<file path="src/rtl/instr_fetch_unit.sv">
// Instruction fetch front end: issues sequential word fetches, buffers responses
// in a 2-entry prefetch FIFO and presents the head {pc, instr} to IF/ID.
`timescale 1ns/1ps
module instr_fetch_unit #(
  parameter logic [31:0] RESET_PC   = 32'h0000_0000,
  parameter int          FIFO_DEPTH = 2
) (
  input  logic        clk_i,
  input  logic        rst_n_i,
  input  logic        stall_i,
  input  logic        redirect_i,
  input  logic [31:0] redirect_pc_i,
  output logic        imem_req_o,
  output logic [31:0] imem_addr_o,
  input  logic        imem_gnt_i,
  input  logic        imem_rvalid_i,
  input  logic [31:0] imem_rdata_i,
  output logic        valid_o,
  output logic [31:0] instr_o,
  output logic [31:0] pc_o
);

  // state     | meaning
  // S_FETCH   | no request outstanding; request when FIFO has room
  // S_WAIT    | one request outstanding; its response is pushed
  // S_DISCARD | one request outstanding; its response is dropped (flushed)
  typedef enum logic [1:0] {S_FETCH, S_WAIT, S_DISCARD} state_t;

  localparam logic [1:0] DEPTH = 2'(FIFO_DEPTH);

  state_t      state;
  logic        run_q;
  logic [31:0] fetch_pc;
  logic [31:0] req_pc;
  logic [1:0]  count;
  logic [31:0] head_pc, head_instr;
  logic [31:0] tail_pc, tail_instr;

  logic grant;
  logic push;
  logic pop;
  logic unused_pc_lsbs;

  assign unused_pc_lsbs = ^redirect_pc_i[1:0];

  // run_q holds the first request off until the first edge after reset release
  assign imem_req_o  = run_q && (state == S_FETCH) && (count < DEPTH) && !redirect_i;
  assign imem_addr_o = fetch_pc;
  assign grant       = imem_req_o && imem_gnt_i;
  assign push        = (state == S_WAIT) && imem_rvalid_i && !redirect_i;
  assign pop         = valid_o && !stall_i && !redirect_i;

  assign valid_o = (count != 2'd0);
  assign instr_o = valid_o ? head_instr : 32'h0;
  assign pc_o    = valid_o ? head_pc    : 32'h0;

  always_ff @(posedge clk_i or negedge rst_n_i) begin
    if (!rst_n_i) begin
      state    <= S_FETCH;
      run_q    <= 1'b0;
      fetch_pc <= RESET_PC;
      req_pc   <= 32'h0;
    end else begin
      run_q <= 1'b1;
      if (redirect_i) begin
        fetch_pc <= {redirect_pc_i[31:2], 2'b00};
        case (state)
          S_WAIT, S_DISCARD: state <= imem_rvalid_i ? S_FETCH : S_DISCARD;
          default:           state <= S_FETCH;
        endcase
      end else begin
        case (state)
          S_FETCH: begin
            if (grant) begin
              req_pc   <= fetch_pc;
              fetch_pc <= fetch_pc + 32'd4;
              state    <= S_WAIT;
            end
          end
          S_WAIT, S_DISCARD: begin
            if (imem_rvalid_i) state <= S_FETCH;
          end
          default: state <= S_FETCH;
        endcase
      end
    end
  end

  // Shift-style FIFO: head is always entry 0, so outputs need no read pointer
  always_ff @(posedge clk_i or negedge rst_n_i) begin
    if (!rst_n_i) begin
      count      <= 2'd0;
      head_pc    <= 32'h0;
      head_instr <= 32'h0;
      tail_pc    <= 32'h0;
      tail_instr <= 32'h0;
    end else if (redirect_i) begin
      count <= 2'd0;
    end else begin
      case ({push, pop})
        2'b10: begin
          if (count == 2'd0) begin
            head_pc    <= req_pc;
            head_instr <= imem_rdata_i;
          end else begin
            tail_pc    <= req_pc;
            tail_instr <= imem_rdata_i;
          end
          count <= count + 2'd1;
        end
        2'b01: begin
          head_pc    <= tail_pc;
          head_instr <= tail_instr;
          count      <= count - 2'd1;
        end
        2'b11: begin
          if (count == 2'd1) begin
            head_pc    <= req_pc;
            head_instr <= imem_rdata_i;
          end else begin
            head_pc    <= tail_pc;
            head_instr <= tail_instr;
            tail_pc    <= req_pc;
            tail_instr <= imem_rdata_i;
          end
        end
        default: ;
      endcase
    end
  end

endmodule

</file>
<file path="config.mk">
export PLATFORM = sky130hd
export DESIGN_NAME = instr_fetch_unit
export DESIGN_NICKNAME = d
export VERILOG_FILES = /design/src/rtl/instr_fetch_unit.sv
export SDC_FILE = /design/constraint.sdc
export NUM_CORES = 1
export LEC_CHECK = 0
export ABC_CLOCK_PERIOD_IN_PS = 1860
export BUFFER_PORTS_ARGS = -buffer_cell sky130_fd_sc_hd__clkbuf_2
export CORE_ASPECT_RATIO = 0.9
export CORE_UTILIZATION = 50
export DETAILED_ROUTE_END_ITERATION = 8
export GPL_ROUTABILITY_DRIVEN = 0
export PLACE_DENSITY = 0.85
export SYNTH_ARGS = -nofsm -noshare
export SYNTH_HDL_FRONTEND = slang
export SYNTH_SLANG_ARGS = --single-unit
</file>
<file path="constraint.sdc">
create_clock -name clk_i -period 1.86 [get_ports clk_i]
set_input_delay 0.279 -clock clk_i [delete_from_list [all_inputs] [get_ports clk_i]]
set_output_delay 0.279 -clock clk_i [all_outputs]
set_load 0.02 [all_outputs]
</file>
# [Yosys cells after proc, flatten, opt, wreduce, memory -nomap -nowiden]
# Cells that the tools add are included.
[word_totals] reg_bits=197 output_inout_bits=98
[classes] addsub=3 order_cmp=1 eq_ne=11 mux=25 n_bitwise=1 reduce_logical=24
[op_table] op="$mux 32" count=13
[op_table] op="$pmux 32 s3" count=2
[op_table] op="$pmux 32 s2" count=2
[op_table] op="$add 32x3->32 const B" count=1
[op_table] op="$mux 2" count=6
[op_table] op="$logic_and 1x1->1" count=8
[op_table] op="$pmux 2 s2" count=2
[op_table] op="$reduce_bool 2->1" count=4
[op_table] op="$eq 2x1->1 const B" count=3
[op_table] op="$eq 2x2->1 const B" count=3
[op_table] op="$ne 2x2->1 const B" count=3
[op_table] op="$ne 3x3->1 const B" count=2
[op_table] op="$reduce_and 3->1" count=2
[op_table] op="$reduce_bool 3->1" count=2
[op_table] op="$logic_not 2->1" count=2
[op_table] op="$reduce_and 2->1" count=2
[op_table] op="$reduce_and 4->1" count=1
[op_table] op="$add 2x1->2 const B" count=1
[op_table] op="$logic_not 1->1" count=2
[op_table] op="$lt 2x2->1 const B" count=1
[op_table] op="$reduce_or 2->1" count=1
[op_table] op="$sub 2x1->2 const B" count=1
[op_table] op="$not 1->1" count=1

# [Longest topological paths before layout]
[logic_depth] depth_word=8 mapped_depth=9

# [Least setup slack after synthesis]
# OpenSTA, ideal clock, no wires.
[synth_timing] kind="reg2reg" start="register state[0]" end="register fetch_pc[31] (netlist: imem_addr_o[31])" setup_ns=0.124 arrival_ns=1.804 t_required_ns=1.736 path_slack_ns=-0.068 path_stages_with_launch=8 n_path_buf=0 synth_period_minus_slack_ns=1.928 cell_sequence="dfrtp_1 -> inv_1 -> ha_1 -> nand4bb_4 -> clkinv_2 -> nand4_1 -> or4_1 -> a211o_1"
[synth_via] elab_chain_cells=7
[synth_rtl] item="start: declaration" line_no="31" text="state_t state;"
[synth_rtl] item="start signal: assignment" line_no="68" text="S_WAIT, S_DISCARD: state <= imem_rvalid_i ? S_FETCH : S_DISCARD;"
[synth_rtl] item="$logic_not 2->1" line_no="47" text="assign imem_req_o = run_q && (state == S_FETCH) && (count < DEPTH) && !redirect_i;"
[synth_rtl] item="$logic_and 1x1->1 (3 in series)" line_no="47"
[synth_rtl] item="via imem_req_o" line_no="13" text="output logic imem_req_o,"
[synth_rtl] item="$logic_and 1x1->1" line_no="49" text="assign grant = imem_req_o && imem_gnt_i;"
[synth_rtl] item="$reduce_bool 2->1 (no line)"
[synth_rtl] item="$reduce_and 2->1 (no line)"
[synth_rtl] item="end signal: assignment" line_no="66" text="fetch_pc <= {redirect_pc_i[31:2], 2'b00};"
[synth_rtl] item="end signal: assignment" line_no="76" text="fetch_pc <= fetch_pc + 32'd4;"
[synth_rtl] item="end: declaration" line_no="33" text="logic [31:0] fetch_pc;"
# The timed path passes the listed nets, and every way through them passes these cells.
# A chain may end at the register's enable or synchronous reset.

# [Worst setup path after layout]
[layout_timing] start="register count[1]" end="register tail_pc[11]"
[layout_via] elab_chain_cells=6
[layout_rtl] item="start: declaration" line_no="35" text="logic [1:0] count;"
[layout_rtl] item="start signal: assignment" line_no="109" text="count <= count + 2'd1;"
[layout_rtl] item="start signal: assignment" line_no="114" text="count <= count - 2'd1;"
[layout_rtl] item="$reduce_bool 2->1" line_no="53" text="assign valid_o = (count != 2'd0);"
[layout_rtl] item="$logic_and 1x1->1 (2 in series)" line_no="51" text="assign pop = valid_o && !stall_i && !redirect_i;"
[layout_rtl] item="$eq 2x2->1" line_no="100" text="case ({push, pop})"
[layout_rtl] item="$ne 2x2->1 (no line) / $reduce_bool 2->1 (equally long branches)"
[layout_rtl] item="$reduce_and 4->1 (no line)"
[layout_rtl] item="end signal: assignment" line_no="106" text="tail_pc <= req_pc;"
[layout_rtl] item="end signal: assignment" line_no="123" text="tail_pc <= req_pc;"
[layout_rtl] item="end: declaration" line_no="37" text="logic [31:0] tail_pc, tail_instr;"
# Several ways; a longest one is shown, not always the timed one.

==> run summary <==
The die area came out at 18340 um^2. For met1 alone, demand over resource in global routing was 0.3603. Clock tree synthesis selected as its root buffer the cell clkbuf_16. For this run, the leading register cell type out of synthesis is dfrtp_1.

The part of the total power dissipated in sequential elements is 0.350. The synthesized area divided by synthesized cell count is 10.56 um^2. The number of buffers inserted by port buffering is 163. Together, buffers and inverters on the worst path number 3. The power density relative to cell area is 1434 nW/um^2. The critical path capture point type is a register. The leakage power summed over all cells is 6.436 nW.

The switching fraction of total power is 0.3693. The placed wire-length estimate after detailed placement is 14740 um. The area added between synthesis and finish came out at 43.07%.

The worst pin sits at a relative slew slack of 0.6034. For this run, the detailed router's first-pass iteration total came to 5. Walking the worst path, the cells encountered are inv_2 -> buf_6 -> ha_4 -> nor2b_4 -> or4_4 -> clkbuf_16 -> mux2_2. Setup repair after global routing could not meet its margin everywhere. VDD sags by at most 0.7710 mV. The run finished, with violations left. The count of nets after finishing came out at 1164.

The largest fanout on the critical path came out at 15. The highest-delay cell along the critical path is or4_4. The arrival time reported for the critical path endpoint came out at 2390 ps. The shortest clock period the worst path allows after layout is 2084 ps. The first global-routing pass estimated 37730 um of wire. For this run the aggregate overflow at the end of global routing stands at 0. Once routing completed, OpenROAD measured the worst setup slack at -224.3 ps.

The remaining routing DRC violations came out at 0. After synthesis the cells add up to 8899 um^2. The count of flip-flops with a built-in enable after synthesis came out at 0. The family with the most delay on the worst path is simple AND/OR/NAND/NOR gates. The die is 142.6 um wide.

The global router's overall resource usage is 0.2694. Setup violations remaining at the end of the flow were counted as 159. The required time reported for the critical path endpoint is 2170 ps. The final setup TNS came out at -19740 ps. CTS saw 190 sinks. The power dissipated by switching net loads came out at 6.743 mW. The largest total area in the synthesized netlist belongs to dfrtp_1. Pin placement for this block handled 168 I/O pins.

The number of storage elements in the synthesis netlist came out at 190. The multi-input combinational cells in the finished layout cover a total of 4395 um^2. The layout has 1087 filler cells. The remaining antenna violation count after routing is 0. The max-cap violation count came out at 0. The diode insertion count for antenna repair is 0. The critical path is of the register to register type. The total internal power is 11.51 mW. The met2 usage is 0.4360. The footprint of the flip-flops and latches came out at 4757 um^2. For this run, asynchronously set or reset flops after synthesis account for 1.000. The count of unique library cells instantiated by Yosys came out at 60. Summing over every cut layer, the via total after detailed routing is 7825. The detailed router finished its first iteration with 664 violations. The row count came out at 45. The share of Yosys cell area claimed by the top area cell type came out at 0.5343. The actual transition at the worst max-transition pin is 594.9 ps. The final design utilization came out at 0.7438.

The final reports fail on negative setup slack. The area of the core came out at 17120 um^2. The clock group share of total power came out at 0.189. The max-slew violation count is 0. The routed length per placed instance came out at 21.33 um.

The number of clock buffers added by TritonCTS is 17. The total count of hold-check failures in the final report came out at 0. The part of the cycle the worst path needs is 1.121.

The busiest layer in global routing is met2. The met3 usage is 0.06290. The initial utilization of the core area, before any placement, comes to 0.5199. The via count of the first global-routing pass is 7394. The detail-routed via count per cell is 5.861. The depth of the CTS H-tree came out at 4. The worst hold path belongs to the class input port to register. The clock-pin transition on the worst setup and hold timing paths came out at 60 ps. The final layout contains routed wiring with a total length of 28470 um. The sequential element share of the synthesized area is 0.5343. The clock arrives with 7.049 ps of skew.

The share of total power in combinational logic came out at 0.462. TritonCTS built the clock tree. The initial antenna violation count came out at 1.

The clock tree buffer depth came out at 2. The die boundary height came out at 128.6 um. The critical path launch point type is a register. The timing-limited maximum frequency came out at 0.4798 GHz. The delay of the slowest cell on the worst path is 550 ps. The pin count of the biggest net entering global routing came out at 68. After synthesis, the cell types taking the most area are dfrtp_1, mux2_2, mux2i_1. After technology mapping, the gate count stands at 843. The ratio of cells with drive above 1 in the final layout is 0.4255. For this run, the number of Yosys warnings is 0. The insertion delay of the later-clocked pin in the worst-skew pair came out at 430 ps.
==> final cells by class <==
class / count / area share
clock inverter: 9 / 0.007076
tap: 235 / 0.02310
multi-input combinational: 579 / 0.3453
timing repair buffer: 285 / 0.2102
clock buffer: 21 / 0.03538
inverter: 16 / 0.005307
sequential: 190 / 0.3737
==> repair_timing <==
| item | in CTS | in global routing |
|---|---|---|
| setup buffers | 5 | 11 |
| endpoints found under the setup margin | 175 | 230 |
| cloned | 7 | 15 |
| pin swaps | 7 | 14 |
| hold endpoints to repair | 59 | 0 |
| gates resized for setup | 121 | 210 |
| hold buffers | 1 | 0 |
==> cells in the mapped netlist, drive strengths merged (3+ instances only) <==
| library cell | count |
|---|---|
| a21oi | 70 |
| nor2b | 67 |
| dfrtp | 190 |
| nand3 | 19 |
| and2 | 3 |
| buf | 36 |
| nand2 | 101 |
| o21ai | 12 |
| nor2 | 75 |
| or4 | 10 |
| a31oi | 4 |
| o311ai | 11 |
| mux2i | 62 |
| and3 | 6 |
| clkbuf | 23 |
| mux2 | 63 |
| or3 | 6 |
| ha | 5 |
| inv | 15 |
| nand4 | 11 |
| o211ai | 6 |
| a22oi | 6 |
| and4 | 3 |
==> tightest hold or removal path: cells and delay by family <==
family,cells,cell delay (ps)
buf+inv,1,80
simple gates,1,40
compound gates,1,50
==> kinds of logic after synthesis <==
| family | Yosys count | share of synthesized area |
|---|---|---|
| DFF | 190 | 0.5343 |
| other | 2 | 0.0008440 |
| AOI/OAI and AO/OA | 134 | 0.09477 |
| muxes | 125 | 0.1495 |
| xor gates and xnor gates | 3 | 0.002953 |
| and+or+nand+nor | 308 | 0.1718 |
| buffers and inverters | 75 | 0.03768 |
| adders and majority gates | 6 | 0.008155 |
==> metrics by stage <==
stage | power [mW] | hold slack (ps) | cell area [um^2] | instances | setup slack (ps)
final | 18.26 | 64.36 | 12730 | 1335 | -224.3
after global routing | 19.07 | 66.07 | 12730 | 1335 | -255.5
after CTS | 16.37 | 58.07 | 11670 | 1309 | -130.3
after detailed placement | 11.71 | 325.3 | 10510 | 1266 | -167.9
after global placement | 11.47 | 313.9 | 10510 | 1266 | -126.8
after floorplan | 9.672 | -16.59 | 8911 | 844 | -36.70
==> final timing paths <==
kind,cells past startpoint,startpoint,slack (ps),end
max,7,count[1]$_DFFE_PN0P_,-220,tail_pc[11]$_DFFE_PN0P_
min,3,redirect_pc_i[6],60,imem_addr_o[6]$_DFFE_PN0P_
max reg2reg,7,count[1]$_DFFE_PN0P_,-220,tail_pc[11]$_DFFE_PN0P_
min reg2reg,1,tail_instr[3]$_DFFE_PN0P_,510,tail_instr[3]$_DFFE_PN0P_
max in group asynchronous,3,rst_n_i,750,head_pc[14]$_DFFE_PN0P_
min in group asynchronous,2,rst_n_i,400,head_instr[29]$_DFFE_PN0P_
==> layer usage <==
layer / routed length (um) / part of all wire
met5: 0 / 0
met4: 867 / 0.030
met3: 2511 / 0.088
met2: 13590 / 0.48
met1: 11500 / 0.40
==> power by group through the flow <==
stage          Sequential [mW]  Combinational [mW]  Clock, mW
3_3_place_gp              6.23                5.25          0
2_1_floorplan             6.17                3.50          0
3_5_place_dp              6.30                5.41          0
5_1_grt                   6.53                8.91       3.62
6_report                  6.38                8.43       3.44
4_1_cts                   6.24                6.68       3.46
==> layout by cell type (no fill, tap or decap), types with 13 or more instances in the layout <==
master,synthesis,layout
clkbuf_16,0,30
buf_4,4,97
nand3_1,18,18
buf_8,0,13
buf_6,1,46
nor2_1,75,73
nor2b_1,67,25
a21oi_1,70,68
mux2_2,63,62
nand2_1,101,98
mux2i_1,62,56
clkbuf_2,0,96
nor2b_4,0,40
dfrtp_1,190,188
==> registers in the layout, summed over array words and instances, names as in the netlist, 2 cells and up <==
name and flops:
head_instr 32, tail_instr 32, head_pc 31, imem_addr_o 30, req_pc 30, tail_pc 30
count 2, state 2
Power figures use the tool's default switching activity.
